## src/rtl/ycbridge.sv

```systemverilog
// ycbridge: valid/ready word in, dual-rail drive into the top row of a yellow-cell
// array, per-column completion capture, result out, then return-to-empty.
module ycbridge #(
  parameter int unsigned N       = 8,
  parameter int unsigned TIMEOUT = 1023
) (
  input  logic           clk,
  input  logic           reset,
  input  logic           in_valid,
  output logic           in_ready,
  input  logic [N-1:0]   in_data,
  output logic           res_valid,
  input  logic           res_ready,
  output logic [N-1:0]   res_data,
  output logic           busy,
  output logic           err,
  output logic [1:0]     err_code,
  output logic [2*N-1:0] col_out,
  input  logic [2*N-1:0] col_back
);

  localparam int unsigned W2 = 2 * N;
  localparam int unsigned CW = $clog2(TIMEOUT + 1);
  localparam logic [CW-1:0] TO_LAST = CW'(TIMEOUT - 1);
  localparam logic [1:0] ERR_TIMEOUT = 2'b01;
  localparam logic [1:0] ERR_ILLEGAL = 2'b10;

  typedef enum logic [2:0] {
    S_IDLE,
    S_DRIVE,
    S_RESPOND,
    S_RETURN,
    S_ERROR
  } state_t;

  state_t state_q, state_n;

  logic [W2-1:0] sync1, sb;
  logic [N-1:0]  done, done_n;
  logic [N-1:0]  res_data_n;
  logic [W2-1:0] col_out_n;
  logic [CW-1:0] cnt, cnt_n;
  logic [1:0]    err_code_n;
  logic          in_ready_n, res_valid_n, busy_n, err_n;

  logic [N-1:0]  col_full;
  logic [N-1:0]  col_bad;
  logic          any_bad;
  logic          sb_empty;
  logic          sync1_empty;
  logic          to_hit;

  // Two-flop synchronizer on the asynchronous return rails
  always_ff @(posedge clk or posedge reset) begin
    if (reset) begin
      sync1 <= '0;
      sb    <= '0;
    end else begin
      sync1 <= col_back;
      sb    <= sync1;
    end
  end

  // Per-column decode of synchronized rails
  always_comb begin
    col_full = '0;
    col_bad  = '0;
    for (int i = 0; i < int'(N); i++) begin
      col_full[i] = |sb[2*i +: 2];
      col_bad[i]  = &sb[2*i +: 2];
    end
  end

  assign any_bad     = |col_bad;
  assign sb_empty    = ~|sb;
  assign sync1_empty = ~|sync1;
  assign to_hit      = (cnt == TO_LAST);

  // State register
  always_ff @(posedge clk or posedge reset) begin
    if (reset) state_q <= S_IDLE;
    else       state_q <= state_n;
  end

  // Next-state and next-register values
  always_comb begin
    state_n    = state_q;
    col_out_n  = col_out;
    done_n     = done;
    res_data_n = res_data;
    cnt_n      = cnt;
    err_code_n = err_code;

    case (state_q)
      S_IDLE: begin
        if (in_valid && in_ready) begin
          for (int i = 0; i < int'(N); i++) begin
            col_out_n[2*i +: 2] = in_data[i] ? 2'b10 : 2'b01;
          end
          done_n  = '0;
          cnt_n   = '0;
          state_n = S_DRIVE;
        end
      end

      S_DRIVE: begin
        cnt_n = cnt + CW'(1);
        for (int i = 0; i < int'(N); i++) begin
          if (!done[i] && col_full[i]) begin
            res_data_n[i] = sb[2*i+1];
            done_n[i]     = 1'b1;
          end
        end
        if (any_bad) begin
          state_n    = S_ERROR;
          err_code_n = ERR_ILLEGAL;
          col_out_n  = '0;
          cnt_n      = '0;
        end else if (to_hit) begin
          state_n    = S_ERROR;
          err_code_n = ERR_TIMEOUT;
          col_out_n  = '0;
          cnt_n      = '0;
        end else if (&done_n) begin
          state_n = S_RESPOND;
          cnt_n   = '0;
        end
      end

      S_RESPOND: begin
        if (res_valid && res_ready) begin
          col_out_n = '0;
          cnt_n     = '0;
          state_n   = S_RETURN;
        end
      end

      S_RETURN: begin
        cnt_n = cnt + CW'(1);
        if (any_bad) begin
          state_n    = S_ERROR;
          err_code_n = ERR_ILLEGAL;
          col_out_n  = '0;
          cnt_n      = '0;
        end else if (to_hit) begin
          state_n    = S_ERROR;
          err_code_n = ERR_TIMEOUT;
          col_out_n  = '0;
          cnt_n      = '0;
        end else if (sb_empty) begin
          state_n = S_IDLE;
          cnt_n   = '0;
        end
      end

      S_ERROR: begin
        col_out_n = '0;
      end

      default: begin
        state_n   = S_ERROR;
        col_out_n = '0;
      end
    endcase

    // sb takes sync1 at the edge, so this tracks "all sb empty" while idle
    in_ready_n  = (state_n == S_IDLE) && sync1_empty;
    // One cycle after entering RESPOND, held until the handshake
    res_valid_n = (state_q == S_RESPOND) && (state_n == S_RESPOND);
    busy_n      = (state_n != S_IDLE);
    err_n       = (state_n == S_ERROR);
  end

  // Datapath and output registers
  always_ff @(posedge clk or posedge reset) begin
    if (reset) begin
      col_out   <= '0;
      res_data  <= '0;
      done      <= '0;
      cnt       <= '0;
      err_code  <= 2'b00;
      in_ready  <= 1'b0;
      res_valid <= 1'b0;
      busy      <= 1'b0;
      err       <= 1'b0;
    end else begin
      col_out   <= col_out_n;
      res_data  <= res_data_n;
      done      <= done_n;
      cnt       <= cnt_n;
      err_code  <= err_code_n;
      in_ready  <= in_ready_n;
      res_valid <= res_valid_n;
      busy      <= busy_n;
      err       <= err_n;
    end
  end

endmodule

```

## config.mk

```make
export PLATFORM = sky130hd
export DESIGN_NAME = ycbridge
export DESIGN_NICKNAME = d
export VERILOG_FILES = /design/src/rtl/ycbridge.sv
export SDC_FILE = /design/constraint.sdc
export NUM_CORES = 1
export LEC_CHECK = 0
export BUFFER_PORTS_ARGS = -buffer_cell sky130_fd_sc_hd__buf_2
export CORE_ASPECT_RATIO = 0.6
export CORE_MARGIN = 4
export CORE_UTILIZATION = 35
export DETAILED_ROUTE_END_ITERATION = 8
export PLACE_DENSITY = 0.57
export SLEW_MARGIN = 20
export SYNTH_ARGS = -nofsm -noshare
export SYNTH_HDL_FRONTEND = slang
export SYNTH_SLANG_ARGS = --single-unit
```

## constraint.sdc

```tcl
create_clock -name clk -period 2.8 [get_ports clk]
set_clock_uncertainty 0.1 [all_clocks]
set_input_delay 0 -clock clk [delete_from_list [all_inputs] [get_ports clk]]
set_output_delay 0 -clock clk [all_outputs]
set_load 0.1 [all_outputs]
```

# == Word-level counts from Yosys, hierarchy flattened ==
# Index checks and enable logic that the tools add are counted.
# Widths: inputs -> output; s select.
# totals
ff_bits,83
out_inout_bits,30
word_cells,141
# op_classes
addsub,1
eq_ne,10
mux,51
n_reduce_logical,60
# ops
cell,n
$mux 10,8
$mux 16,4
$pmux 16 s3,1
$pmux 10 s4,1
$reduce_and 2->1,18
$reduce_or 16->1,2
$mux 3,8
$mux 2,10
$reduce_or 2->1,9
$mux 1,16
$pmux 8 s2,1
$pmux 3 s5,1
$logic_and 1x1->1,12
$add 10x1->10 const B,1
$eq 10x10->1 const B,1
$eq 3x2->1 const B,3
$logic_not 1->1,9
$mux 8,1
$reduce_and 8->1,1
$reduce_or 8->1,1
$eq 3x3->1 const B,2
$logic_not 3->1,2
$reduce_and 3->1,2
$ne 2x2->1 const B,2
other kinds (5),6

# == Depth between registers and ports, before layout ==
# Gate-level depths: netlist of run 1.
# logic_depth
ltp_word,11
mapped_depth,7

# == Worst setup path before layout of run 1 ==
# Ideal clock, no wire load.
# synth_timing
path_type,register -> register
startpoint,register in_ready
endpoint,register cnt[2]
setup_time_ns,0.138
arrival_time_ns,2.137
required_ns,2.562
setup_slack_ns,0.424
stages_incl_launch_ff,6
path_cell_list,dfrtp_1 a211oi_1 a211oi_2 nand2_1 o2bb2ai_1 nor2_1
# synth_between
elab_chain_len,3
# synth_lines
item,line_no,rtl
from (decl),10,"output logic in_ready,"
from (signal assigned),192,in_ready <= in_ready_n;
$logic_and 1x1->1,96,if (in_valid && in_ready) begin
$ne 2x2->1 (no line),--,
$reduce_and 3->1 (no line),--,
to (signal assigned),190,cnt <= cnt_n;
to (decl),42,"logic [CW-1:0] cnt, cnt_n;"
# Every way passes these cells.
# A chain may end at the register's enable or synchronous reset.

# == Final worst setup path of run 1 ==
# layout_timing
startpoint,register sb[0]
endpoint,register col_out[0]
# layout_between
elab_chain_len,4
# layout_lines
item,line_no,rtl
from (decl),38,"logic [W2-1:0] sync1, sb;"
from (signal assigned),60,sb <= sync1;
$reduce_and 2->1 *,70,col_bad[i] = &sb[2*i +: 2];
$reduce_or 8->1 *,74,assign any_bad = |col_bad;
$ne 3x1->1 (no line) / $mux 16 (equally long branches),--,
$reduce_and 3->1 (no line) / $pmux 16 s3 (equally long branches),--,
to (signal assigned),187,col_out <= col_out_n;
to (decl),18,"output logic [2*N-1:0] col_out,"
# Mark *: on every way between the ends. The rest lies on a longest branch, timed or not.

==> out/results.ini, run 1 <==
[power]
swShare=0.317
power.share.sequential=0.444
clkPwrFrac=0.379
irDropWorstVdd_v=0.000348
share_comb_of_total_power=0.176
p_int_uw=2020
p_leak_uw=0.00206
power_density_nw_per_um2=693
switchingPower_uw=938

[setup_path]
r2r_cells=5
startpoint_type=flop
path_class=reg -> reg
arrival_ns=2.63
cp-end-kind=flop
cp_num_buf_inv=0
path_cells=a22oi_1 -> nand4_1 -> a41o_4 -> o311a_1 -> mux2_4
critical-path-slowest-cell=o311a_1
critPathTopFamily=compound AO/OA/AOI/OAI gates
crit_fanout=16
cp_slowest_stage_delay_ns=0.60
worstPathRequired_ns=2.92
cp.depth=5

[final_layout]
syn2layout_area_growth_pct=28.6
fillerInstances=877
final_common_cell=dfrtp_1
drive_gt1_frac=0.253
fin_nets=404
final_cell_mix=dfrtp_1, buf_2, nor2_1
num_antenna_cells=0

[sta]
setup_violations=0
setup_slack_ns=0.290
rsz0062_at_grt=false
drv_slew=0
fmax_ghz=0.398
worst_slew_pin_slew_ns=0.877
setup-tns-final_ns=0
finalHoldViolations=0
maxSlewHeadroom=0.415
finalCriticalPeriod_ns=2.51
fin_crit_sh=0.896

[floorplan]
die_x_um=134
dieArea_um2=11200
die_y_um=83.5
pin_count=58
initial_core_util=0.360
coreArea_um2=9220
num_rows=27

[logic_synthesis]
synth_top_family_by_area=simple AND/OR/NAND/NOR gates
yosys_most_used_dff=dfrtp_1
yosysTopAreaCellShare=0.625
synth.area.top_cells=dfrtp_1, nor2_1, nand2_1
syn_nets=312
postSynth.asyncResetShare=1.00
yosys.area_share.simple=0.168
synth_edf_count=0
synth-seq-area-share=0.625
synth_cells=282
synth-compound-area-share=0.0754
synthDistinctLibCells=42
synth_adder_area_share=0.00754
synth-xor-area-share=0.0211
synth_area_um2=3320
yosys.area.top_type=dfrtp_1
ys_seq_elements=83
syn_avg_cell_area_um2=11.8
synth_mux_area_frac=0.0629
ys_warn_count=0

[global_route]
antenna_found_initial=0
track_usage=0.142
grt_max_degree=31
grt_pass1_vias=2410
grt_overflow=0
grt_pass1_wl_mm=12.5

[clock_tree]
clock_path_buffers=2
numCtsBuffers=9
cts_tree=done
cts-root-buf=clkbuf_16
post-cts-setup-buffer-count=0
path_clk_slew_ns=0.06
cts_resized=0
h-tree-depth=3
insertion_delay_ns=0.33
cts_sinks=83

[place]
routabilityCongestion=0.791
port_buffers=57
dp_slack_ns=0.296
detailed_place_hpwl_mm=5.26

[detailed_routing]
wirelength_mm=7.33
drc=0
first_pass_iters=4
route.antenna.remaining_nets=0
vias_per_cell=4.65
vias=2369
wire_per_inst_um=14.4
dr.first_iter.drc_count=179

[run]
cap_violations=0

[min_path]
whs_path_depth=4
min_path_type=in -> reg

[outcome]
status=finished clean

## registers in the layout (all words and copies together) (netlist names)
register,flops
col_out,16
sync1,16
state_q,3
err,1
busy,1
res_data,8
in_ready,1
res_valid,1
err_code,2
done,8
cnt,10
sb,16
## metrics by stage
step / cell area (um^2) / power, uW / hold WS (ns) / util / cells
5_1_grt: 4270 / 3090 / 0.0330 / 0.463 / 509
6_report: 4270 / 2960 / 0.0340 / 0.463 / 509
3_5_place_dp: 3730 / 1830 / -0.0922 / 0.405 / 468
3_3_place_gp: 3730 / 1830 / -0.102 / 0.405 / 468
2_1_floorplan: 3320 / 1740 / -0.0686 / - / 282
4_1_cts: 4270 / 3000 / 0.0260 / 0.463 / 509
## layer usage
layer  part of all wire  wire, um  track usage
met3              0.084       618       0.0608
met5                  0         0            0
met4             0.0057        42       0.0308
met1               0.52      3790        0.221
met2               0.39      2880        0.180
## cells by family (layout without fill, tap and decap cells)
family          Yosys count  in the layout
simple gates            120            120
flops                    83             83
compound gates           29             29
buf+inv                  21            118
mux                      19             19
xor+xnor                  8              8
fa+ha+maj                 2              2
## power by group through the flow
| stage | combinational [uW] | sequential (uW) | clock, uW |
|---|---|---|---|
| final | 522 | 1320 | 1120 |
| after global routing | 552 | 1320 | 1220 |
| after CTS | 527 | 1310 | 1160 |
| after detailed placement | 499 | 1340 | 0 |
| after global placement | 495 | 1340 | 0 |
| after floorplan | 123 | 1620 | 0 |
## synth_stat cells (2+ instances only)
master / count
nand2_1: 31
nand4_1: 4
nor2_1: 49
mux2_4: 2
clkbuf_8: 2
mux2_2: 7
inv_1: 15
buf_6: 2
nor4_1: 10
ha_1: 2
nand3b_1: 2
a22oi_1: 4
dfrtp_1: 83
and4b_1: 2
a21o_2: 2
nand3_1: 5
mux2i_1: 10
nor3_1: 10
o21ai_0: 4
xor2_1: 7
a22o_1: 8
## final cells by class
class                      count  area (um^2)  share of cell area
multi-input combinational    178         1110               0.261
clock inverter                 5         42.5             0.00996
sequential                    83         2080               0.487
inverter                      15         57.6              0.0135
tap                          130          163              0.0381
timing repair buffer          87          573               0.134
clock buffer                  11          243              0.0569
## repair_timing
| action | in CTS | in global routing |
|---|---|---|
| endpoints found under the hold margin | 55 | 0 |
| endpoints found under the setup margin | 0 | 0 |
| hold buffers | 25 | 0 |
## worst min-delay path: stages
cell	delay, ns
buf_2	0.12
nand2_1	0.08
nor2_1	0.11
nor2_1	0.11
## path summary, 6_finish.rpt
check	startpoint	endpoint	slack [ns]
worst min-delay path	in_valid	done[6]$_DFFE_PP0P_	0.03
worst min register to register	sync1[11]$_DFF_PP0_	sb[11]$_DFF_PP0_	0.28
max in group asynchronous	reset	cnt[0]$_DFFE_PP0P_	1.78
min in group asynchronous	reset	res_data[1]$_DFFE_PP0P_	0.09
worst max register to register	sb[0]$_DFF_PP0_	col_out[0]$_DFFE_PP0P_	0.29
worst max-delay path	sb[0]$_DFF_PP0_	col_out[0]$_DFFE_PP0P_	0.29
Power figures use the tool's default switching activity.
==> run 2: changes to the inputs <==
--- a/config.mk
+++ b/config.mk
@@ -5,6 +5,7 @@
 export SDC_FILE = /design/constraint.sdc
 export NUM_CORES = 1
 export LEC_CHECK = 0
+export ABC_AREA = 1
 export BUFFER_PORTS_ARGS = -buffer_cell sky130_fd_sc_hd__buf_2
 export CORE_ASPECT_RATIO = 0.6
 export CORE_MARGIN = 4
==> run 2 against run 1 <==
  * Setup slack improved by 0.37 ns
  * Critical path depth rose by 5
  * Area after synthesis rose by 1.0%
  * Global-route usage fell by 0.45 points
  * Wire length fell by 3.3%
  * Combinational power fell by 76%
  * Sequential share of layout area fell by 0.98 points
  * Power fell by 14%
  * Register-to-register slack improved by 0.37 ns
  * Non-clock buffer count did not move
  * Synthesized cell count rose by 18%
  * Hold slack improved by 0.16 ns
  * Largest cell class unchanged
==> out/results.ini, run 2 <==
[final_layout]
final_cell_mix=dfrtp_1, buf_2, nand2_1
fillerInstances=886
top_regs=col_out (16), sb (16), sync1 (16)
syn2layout_area_growth_pct=29.9
num_antenna_cells=0
multi_input_area_um2=1050
stdcell_area_um2=4360
drive_gt1_frac=0.238
seq_area_um2=2080
fin_nets=454
final_common_cell=dfrtp_1

[logic_synthesis]
synth_cells=332
yosys.area.top_type=dfrtp_1
ys_seq_elements=83
synth_commonest_cells=dfrtp_1, nand2_1, inv_1
syn_avg_cell_area_um2=10.1
yosysTopAreaCellShare=0.619
synth_edf_count=0
synth-seq-area-share=0.619
synthDistinctLibCells=34
ys_warn_count=0
synth_area_um2=3350
synth.area.top_cells=dfrtp_1, nand2_1, inv_1
postSynth.asyncResetShare=1.00
yosys_most_used_dff=dfrtp_1
syn_nets=362
yosysMostFrequentCell=dfrtp_1

[clock_tree]
clock_path_buffers=2
insertion_delay_ns=0.34
cts_tree=done
h-tree-depth=3
cts-root-buf=clkbuf_16
numCtsBuffers=9
cts_sinks=83
path_clk_slew_ns=0.06

[detailed_routing]
first_pass_iters=4
wirelength_mm=7.09
dr.first_iter.drc_count=213
route.antenna.remaining_nets=0
wire_per_inst_um=12.7
drc=0
vias=2459
vias_per_cell=4.40

[floorplan]
dieArea_um2=11300
initial_core_util=0.362
num_rows=27
coreArea_um2=9260
die_y_um=83.8
pin_count=58
die_x_um=134

[setup_path]
critical-path-slowest-cell=a21oi_4
critPathTopFamily=compound AO/OA/AOI/OAI gates
path_cells=inv_1 -> ha_1 -> inv_1 -> nor2_1 -> nand3_1 -> nand3_2 -> inv_2 -> a21oi_4 -> nand3b_1 -> o21ai_1
path_common_cell=inv_1
cp_slowest_stage_delay_ns=0.59
r2r_start=cnt[0]$_DFFE_PP0P_
cp-startpoint=cnt[0]$_DFFE_PP0P_
arrival_ns=2.30
crit_fanout=32
cp.depth=10
cp_num_buf_inv=3
r2r_cells=10
path_class=reg -> reg
worstPathRequired_ns=2.96
startpoint_type=flop
cp-end-kind=flop

[sta]
fin_hold_ws_ns=0.199
finalCriticalPeriod_ns=2.14
worst_slew_pin_slew_ns=0.726
drv_slew=0
finalHoldViolations=0
fin_crit_sh=0.764
maxSlewHeadroom=0.515
setup_violations=0
rsz0062_at_grt=false
fmax_ghz=0.467
setup-tns-final_ns=0

[place]
detailed_place_hpwl_mm=5.08
port_buffers=57
routabilityCongestion=0.764
placed_cell_area_um2=3780

[global_route]
antenna_found_initial=0
grt_overflow=0
track_usage=0.138
grt_pass1_wl_mm=12.2
grt_pass1_vias=2482
grt_max_degree=59

[run]
cap_violations=0

[outcome]
status=finished clean

[min_path]
holdCritStartpoint=col_back[12]
min_path_type=in -> reg
whs_path_depth=2

[power]
p_leak_uw=0.00221
power_density_nw_per_um2=583
irDropWorstVdd_v=0.000379

## run 2: timing repair
item / 4_1_cts / 5_1_grt
hold buffers: 27 / 0
setup endpoints to repair: 0 / 0
buffers inserted: 0 / 0
endpoints found under the hold margin: 90 / 0
gates resized for setup: 0 / 0
## run 2: final cells by class
class,count,area share
clock buffers,10,0.0549
clock inverters,6,0.0146
inverters,49,0.0428
multi-input cells,194,0.241
flip-flops and latches,83,0.477
well taps,130,0.0373
repair buffers,87,0.133
## run 2: cell families (layout without fill, tap and decap cells)
logic type               after synthesis  after routing  share of synthesized area
AO/OA/AOI/OAI                         39             39                     0.0653
XOR/XNOR                               5              5                     0.0131
adder cells (fa/ha/maj)                2              2                    0.00746
buffers and inverters                 55            152                     0.0679
flip-flops                            83             83                      0.619
multiplexers                           6              6                     0.0201
AND/OR/NAND/NOR                      142            142                      0.207
## run 2: where the power goes
group          leakage (uW)  switching, uW  internal, uW
Sequential          0.00102           15.4          1230
Combinational       0.00104           72.3          52.1
Clock              0.000145            461           714
## run 2: stage by stage
stage | util | setup slack, ns | power (uW) | std cells
2_1_floorplan | - | 0.563 | 1320 | 332
3_3_place_gp | 0.409 | 0.781 | 1360 | 516
3_5_place_dp | 0.409 | 0.619 | 1360 | 516
4_1_cts | 0.471 | 0.619 | 2580 | 559
5_1_grt | 0.471 | 0.376 | 2650 | 559
6_report | 0.471 | 0.661 | 2540 | 559
## run 2: worst paths after layout
path | to | slack (ns)
min in group asynchronous | sync1[7]$_DFF_PP0_ | 0.22
worst min-delay path | sync1[12]$_DFF_PP0_ | 0.20
worst min register to register | sb[3]$_DFF_PP0_ | 0.27
max in group asynchronous | sync1[3]$_DFF_PP0_ | 1.68
worst max-delay path | col_out[12]$_DFFE_PP0P_ | 0.66
worst max register to register | col_out[12]$_DFFE_PP0P_ | 0.66
## run 2: per-layer routing
layer	track usage	vias up	part of all wire
met5	0	-	0
met4	0.0333	0	0.011
met3	0.0470	7	0.041
met2	0.184	52	0.41
met1	0.211	1146	0.53
li1	-	1254	-
==> run 3: changes to the inputs <==
--- a/config.mk
+++ b/config.mk
@@ -11,7 +11,7 @@
 export CORE_MARGIN = 4
 export CORE_UTILIZATION = 35
 export DETAILED_ROUTE_END_ITERATION = 8
-export PLACE_DENSITY = 0.57
+export PLACE_DENSITY = 0.59
 export SLEW_MARGIN = 20
 export SYNTH_ARGS = -nofsm -noshare
 export SYNTH_HDL_FRONTEND = slang
==> constraint.sdc (replaced) <==
create_clock -name clk -period 1.91 [get_ports clk]
set_clock_uncertainty 0.1 [all_clocks]
set_input_delay 0 -clock clk [delete_from_list [all_inputs] [get_ports clk]]
set_output_delay 0 -clock clk [all_outputs]
set_load 0.1 [all_outputs]
==> run 3 against run 2 <==
  * Cell count rose by 2.3%
  * Maximum frequency rose by 20%
  * Global-route usage increased by 0.26 points
  * Power up 51%
  * Critical path depth unchanged
  * Die area stayed put
  * Highest routed layer unchanged
  * Sequential share of layout area shrank 2.0 points
  * Sequential cell count did not move
==> out/results.ini, run 3 (same netlist as run 2, synthesis figures left out) <==
[setup_path]
arrival_ns=1.89
cp-end-kind=flop
path_class=reg -> reg
startpoint_type=flop
worstPathRequired_ns=2.02
crit_fanout=16

[detailed_routing]
drc=0
dr.first_iter.drc_count=159
vias=2540
route.antenna.remaining_nets=0
wire_per_inst_um=12.9
first_pass_iters=4
wirelength_mm=7.39
vias_per_cell=4.44

[floorplan]
die_y_um=83.8
pin_count=58
dieArea_um2=11300
coreArea_um2=9260
die_x_um=134
initial_core_util=0.362
num_rows=27

[final_layout]
fillerInstances=879
syn2layout_area_growth_pct=35.7
post-route-util=0.492
num_antenna_cells=0
final_cell_mix=dfrtp_1, buf_2, nand2_1
top_regs=col_out (16), sb (16), sync1 (16)
multi_input_area_um2=1060
fin_nets=467
layout.cells.non_filler=572
final_common_cell=dfrtp_1
seq_area_um2=2080
drive_gt1_frac=0.267

[clock_tree]
clock_path_buffers=2
path_clk_slew_ns=0.06
h-tree-depth=3
cts_tree=done
cts_sinks=83
cts-root-buf=clkbuf_16
insertion_delay_ns=0.33
numCtsBuffers=9

[power]
share_comb_of_total_power=0.051
p_int_uw=3030
power_density_nw_per_um2=843
p_leak_uw=0.00229
power.share.sequential=0.475
finalPower_uw=3840
irDropWorstVdd_v=0.000594
switchingPower_uw=804
clkPwrFrac=0.474
swShare=0.210

[global_route]
grt_max_degree=37
grt_pass1_vias=2563
grt_overflow=0
grt_pass1_wl_mm=12.6
antenna_found_initial=0
track_usage=0.140

[place]
place_inst=524
port_buffers=57
routabilityCongestion=0.838
detailed_place_hpwl_mm=5.30
dp_slack_ns=0.173

[sta]
finalCriticalPeriod_ns=1.78
fmax_ghz=0.562
drv_slew=0
finalHoldViolations=0
fin_crit_sh=0.931
setup_violations=0
setup_slack_ns=0.131
maxSlewHeadroom=0.668
rsz0062_at_grt=true
fin_hold_ws_ns=0.158
worst_slew_pin_slew_ns=0.497

[outcome]
status=finished clean

[run]
cap_violations=0

[min_path]
min_path_type=in -> async

run 3: final cells by class:
cell class	instances	area share
Inverter	49	0.0418
Clock buffer	10	0.0503
Multi-Input combinational cell	194	0.234
Clock inverter	6	0.0198
Tap cell	130	0.0357
Timing Repair Buffer	100	0.162
Sequential cell	83	0.457
run 3: path summary, 6_finish.rpt:
check	start	to	slack, ns	depth (start not counted)
worst min register to register	sync1[12]$_DFF_PP0_	sb[12]$_DFF_PP0_	0.28	0
worst min-delay path	reset	done[7]$_DFFE_PP0P_	0.16	3
worst max-delay path	cnt[0]$_DFFE_PP0P_	col_out[15]$_DFFE_PP0P_	0.13	10
min in group clk	col_back[15]	sync1[15]$_DFF_PP0_	0.20	2
worst max register to register	cnt[0]$_DFFE_PP0P_	col_out[15]$_DFFE_PP0P_	0.13	10
max in group asynchronous	reset	col_out[14]$_DFFE_PP0P_	0.96	4
run 3: per-layer routing:
layer / track usage / vias up / wire length [um]
met3: 0.0434 / 10 / 377
li1: - / 1279 / -
met4: 0.0462 / 0 / 107
met2: 0.194 / 58 / 3000
met1: 0.208 / 1193 / 3910
met5: 0 / - / 0
run 3: through the flow:
step | cell area, um^2 | setup TNS [ns]
floorplan | 3360 | 0
global placement | 3870 | 0
detailed placement | 3870 | 0
CTS | 4460 | 0
global route | 4550 | -0.0329
finish | 4550 | 0
run 3: power groups by stage:
stage                     clock network (uW)  registers (uW)  logic, uW
after global placement                     0            1850        150
after CTS                               1870            1820        195
final                                   1820            1820        195
after detailed placement                   0            1850        153
after floorplan                            0            1870       63.8
after global routing                    1940            1830        220
run 3: repair_timing:
action | in CTS | in global routing
buffers inserted | 0 | 3
hold buffers | 27 | 0
endpoints found under the hold margin | 102 | 0
gates resized for setup | 0 | 5
setup endpoints to repair | 0 | 18
run 3: worst max-delay path: stages (launching register included):
cell	delay (ns)
dfrtp_1	0.39
inv_2	0.08
ha_4	0.12
inv_1	0.03
nor2_1	0.07
nand3_1	0.12
nand3_2	0.11
inv_4	0.06
a21oi_4	0.26
clkbuf_16	0.23
o21ai_1	0.08
